### config.mk
export PLATFORM = sky130hd
export DESIGN_NAME = gate_sequencer
export DESIGN_NICKNAME = d
export VERILOG_FILES = /design/src/rtl/gate_sequencer.sv
export SDC_FILE = /design/constraint.sdc
export NUM_CORES = 1
export LEC_CHECK = 0
export ABC_AREA = 1
export CAP_MARGIN = 0
export CORE_MARGIN = 8
export CORE_UTILIZATION = 35
export DETAILED_ROUTE_END_ITERATION = 7
export GPL_TIMING_DRIVEN = 1
export SYNTH_ARGS = -nofsm -noshare
export SYNTH_HDL_FRONTEND = slang
export SYNTH_SLANG_ARGS = --single-unit
### constraint.sdc
create_clock -name clk -period 1.7 [get_ports clk]
set_input_delay 0.17 -clock clk [delete_from_list [all_inputs] [get_ports clk]]
set_output_delay 0.17 -clock clk [all_outputs]
set_load 0.005 [all_outputs]
### src/rtl/gate_sequencer.sv
// Parking barrier sequencer: opens on a door request, holds, then closes, with travel timeouts and fault latch.
// Latency: one cycle from a sampled door_req to motor_up; outputs decode the registered state.
// Optional build macro GATE_AUTO_REOPEN_EN: an obstruction during closing reverses the barrier instead of pausing it.
module gate_sequencer #(
   parameter int HOLD_TIME  = 2000,
   parameter int TRAVEL_MAX = 3000
) (
   input  logic       clk,
   input  logic       rst,
   input  logic       door_req,
   input  logic       obstruct,
   input  logic       limit_open,
   input  logic       limit_closed,
   input  logic       fault_clr,
   output logic       motor_up,
   output logic       motor_down,
   output logic [2:0] gate_state,
   output logic       fault,
   output logic       gate_closed
);

   typedef enum logic [2:0] {
      CLOSED    = 3'd0,
      OPENING   = 3'd1,
      OPEN_HOLD = 3'd2,
      CLOSING   = 3'd3,
      FAULT     = 3'd4
   } state_t;

   // Terminal counts; the counter is compared against these before it wraps.
   localparam logic [11:0] HOLD_LAST   = 12'(HOLD_TIME - 1);
   localparam logic [11:0] TRAVEL_LAST = 12'(TRAVEL_MAX - 1);

   state_t      state;
   state_t      state_nxt;
   logic [11:0] cnt;
   logic [11:0] cnt_nxt;
   logic        sensor_conflict;

   // Both end stops active at once cannot be a real barrier position.
   assign sensor_conflict = limit_open & limit_closed;

   // State and counter registers; reset drops straight to a closed, idle barrier.
   always_ff @(posedge clk or posedge rst) begin
      if (rst) begin
         state <= CLOSED;
         cnt   <= '0;
      end else begin
         state <= state_nxt;
         cnt   <= cnt_nxt;
      end
   end

   // Next-state and counter update; any state change restarts the counter.
   always_comb begin
      state_nxt = state;
      cnt_nxt   = cnt;
      case (state)
         CLOSED: begin
            if (door_req) state_nxt = OPENING;
         end
         OPENING: begin
            if (limit_open)                state_nxt = OPEN_HOLD;
            else if (cnt == TRAVEL_LAST)   state_nxt = FAULT;
            else                           cnt_nxt   = cnt + 12'd1;
         end
         OPEN_HOLD: begin
            // Any request or a car under the barrier restarts the hold window,
            // so a held request keeps the counter pinned at zero.
            if (door_req || obstruct)      cnt_nxt   = '0;
            else if (cnt == HOLD_LAST)     state_nxt = CLOSING;
            else                           cnt_nxt   = cnt + 12'd1;
         end
         CLOSING: begin
            if (limit_closed) begin
               state_nxt = CLOSED;
            end else if (obstruct) begin
`ifdef GATE_AUTO_REOPEN_EN
               state_nxt = OPENING;
`else
               // Pause: stay in CLOSING with the counter frozen until the beam clears.
               cnt_nxt   = cnt;
`endif
            end else if (door_req) begin
               state_nxt = OPENING;
            end else if (cnt == TRAVEL_LAST) begin
               state_nxt = FAULT;
            end else begin
               cnt_nxt   = cnt + 12'd1;
            end
         end
         FAULT: begin
            // Only the acknowledge is honoured; resume by closing unless already down.
            if (fault_clr) state_nxt = limit_closed ? CLOSED : CLOSING;
         end
         default: begin
            state_nxt = FAULT;
         end
      endcase

      if ((state != FAULT) && sensor_conflict) state_nxt = FAULT;

      if (state_nxt != state) cnt_nxt = '0;
   end

   // Output decode from the registered state.
   always_comb begin
      motor_up    = (state == OPENING);
`ifdef GATE_AUTO_REOPEN_EN
      motor_down  = (state == CLOSING);
`else
      // The motor stops the moment the beam is broken, without waiting for an edge.
      motor_down  = (state == CLOSING) && !obstruct;
`endif
      fault       = (state == FAULT);
      gate_closed = (state == CLOSED);
      gate_state  = state;
   end

endmodule

==> flow_metrics.py <==
metrics = {
    "critical_path": {
        "cp.required_ps": 1880,
        "path_max_fanout": 6,
        "crit_arrival_ps": 1960,
        "critPathLaunchType": "register",
        "end_kind": "register",
        "worstSetupPathType": "register to register",
    },
    "timing": {
        "setup_viol": 12,
        "worstMarginPinSlew_ps": 625.0,
        "hold_violations": 0,
        "slew_headroom": 0.5828,
        "skew_ps": 3.729,
        "min_period_ps": 1779,
        "fmax_ghz": 0.5622,
        "finalCritPeriodShare": 1.046,
        "rsz0062_at_grt": "true",
        "final_max_slew_viol_count": 0,
        "fin_ws_ps": -78.88,
    },
    "detailed_routing": {
        "drc": 0,
        "ant_nets": 0,
        "via_per_inst": 4.844,
        "wl_mm": 4.060,
        "wire_per_inst_um": 13.18,
        "vias": 1492,
        "drt_iter0_markers": 108,
        "firstDrtPassIters": 4,
    },
    "place": {
        "numPortBuffers": 13,
        "dpl.hpwl_mm": 2.567,
        "place_inst": 296,
        "place.gp.congestion": 0.9215,
    },
    "floorplan": {
        "core_area_um2": 3661,
        "die_x_um": 77.65,
        "rows": 22,
        "die_h_um": 77.65,
        "die-area_um2": 6029,
        "io_pins": 14,
        "start_util": 0.3633,
    },
    "grt": {
        "grt_use_total": 0.1290,
        "grt-ovfl-total": 0,
        "grt_pass1_vias": 1397,
        "antenna_found_initial": 0,
        "grt_pass1_wl_mm": 6.548,
        "grt_max_degree": 16,
    },
    "clock_tree": {
        "root_buffer": "clkbuf_8",
        "clock_latency_ps": 250,
        "clk_pin_slew_ps": 70,
        "cts_tree": "yes",
        "clock-sinks": 15,
        "cts_buffer_depth": 2,
        "tritoncts.num_buffers": 3,
        "htreeDepth": 1,
    },
    "final_layout": {
        "nets": 269,
        "drive_gt1_frac": 0.3538,
        "multi_input_area_um2": 914.6,
        "register_area_um2": 377.9,
        "final_cell_mix": "47 x nand2_1, 39 x buf_4, 34 x inv_1",
        "final_common_cell": "nand2_1",
        "antenna_cells": 0,
        "syn_to_final_growth_pct": 53.62,
        "fin_cells": 308,
        "nFillCells": 338,
    },
    "synth": {
        "ys.flop_type": "dfrtp_1",
        "yosysWarnings": 0,
        "ys_async_sr_fraction": 1.000,
        "syn-mean-instance-area_um2": 6.584,
        "yosysSeqAreaShare": 0.2822,
        "synth.distinct_cells": 27,
        "synth_cells": 202,
        "ys_seq_elements": 15,
        "synth_area_um2": 1330,
        "synth_edf_count": 0,
        "syn_nets": 210,
    },
    "hold_path": {
        "hold_path.class": "primary input to async pin",
    },
    "pwr": {
        "ir_drop_mv": 0.7220,
        "leakage_nw": 0.9686,
        "finalPower_mw": 2.519,
        "cellPowerDensity_nw_per_um2": 1233,
    },
    "status": {
        "outcome": "complete, but fails checks",
        "violations": "setup timing",
    },
    "flow_run": {
        "max_cap_violations": 0,
    },
}
[area by class of cell]
cell class,instances,area share
clock buffers,4,0.02205
inverters,37,0.06797
multi-input cells,148,0.4476
flip-flops and latches,15,0.1849
well taps,48,0.02939
repair buffers,56,0.2480
[sequential cells by signal (all words and copies together) (netlist names)]
signal,cells
gate_state,3
cnt,12
[worst max-delay path: stages, from the launching register on]
cell and delay [ps]:
dfrtp_1 400, ha_4 180, nand2_4 60, nor2_4 140, nand3_2 120, nand2_1 90
nand2_1 70, nand2_2 80, nand3_4 80, nand3_2 100, nand2_4 70, clkbuf_16 160
nor3_2 160
[cells in the mapped netlist (2+ instances only)]
cell,number,area (µm²)
o211ai_1,2,15.01
or2_2,3,18.77
nand4_1,3,18.77
nand3_2,3,30.03
o21ai_0,12,60.06
nor3_2,11,110.1
nand2_1,53,198.9
nor2_1,20,75.07
o21ai_1,2,10.01
nand3_1,20,100.1
a21oi_1,3,15.01
dfrtp_1,15,375.4
inv_2,2,7.510
inv_1,34,127.6
nor3_1,5,25.02
buf_6,3,33.78
[metrics by stage]
stage	area, µm²	TNS (ps)	setup WS [ps]	hold WS (ps)	utilization
2_1_floorplan	1330	0	12.05	71.48	-
3_3_place_gp	1782	-2214	-203.7	583.2	0.4867
3_5_place_dp	1782	-2532	-234.9	587.7	0.4867
4_1_cts	1913	-285.5	-34.58	314.4	0.5226
5_1_grt	2043	-2774	-232.9	362.5	0.5581
6_report	2043	-757.8	-78.88	296.1	0.5581
[per-layer routing]
metal	wire length, µm	share of wire	global-route usage
met1	1837	0.45	0.1764
met2	1926	0.47	0.1963
met3	270	0.067	0.02535
met4	25	0.0062	0.04340
met5	0	0	0
[kinds of logic (layout without fill, tap and decap cells)]
logic type | count (synthesis) | in the layout | synth area share
simple gates | 122 | 124 | 0.4685
buf+inv | 41 | 97 | 0.1355
compound gates | 22 | 22 | 0.09219
flops | 15 | 15 | 0.2822
fa+ha+maj | 1 | 1 | 0.009406
xor+xnor | 1 | 1 | 0.01223
[repair_timing]
action,in CTS,in global routing
gates resized for setup,15,21
pin swaps,5,13
hold buffers,0,0
buffers inserted,3,3
setup endpoints to repair,14,15
hold endpoints to repair,0,0
gates cloned,1,2
[power breakdown]
part           internal [mW]  switching [mW]  total [mW]
clock                  0.166           0.136       0.303
sequential             0.402          0.0744       0.476
combinational          0.849           0.892        1.74
[final timing paths]
| check | cells after the start | start | end | slack [ps] |
|---|---|---|---|---|
| worst max-delay path | 12 | cnt[1]$_DFFE_PP0P_ | cnt[8]$_DFFE_PP0P_ | -80 |
| worst min-delay path | 2 | rst | cnt[3]$_DFFE_PP0P_ | 300 |
| worst max register to register | 12 | cnt[1]$_DFFE_PP0P_ | cnt[8]$_DFFE_PP0P_ | -80 |
| worst min register to register | 3 | cnt[9]$_DFFE_PP0P_ | cnt[9]$_DFFE_PP0P_ | 670 |
| max in group asynchronous | 2 | rst | gate_state[0]$_DFF_PP0_ | 960 |
| min in group clk | 3 | cnt[9]$_DFFE_PP0P_ | cnt[9]$_DFFE_PP0P_ | 670 |
(Power assumes the default switching activity.)
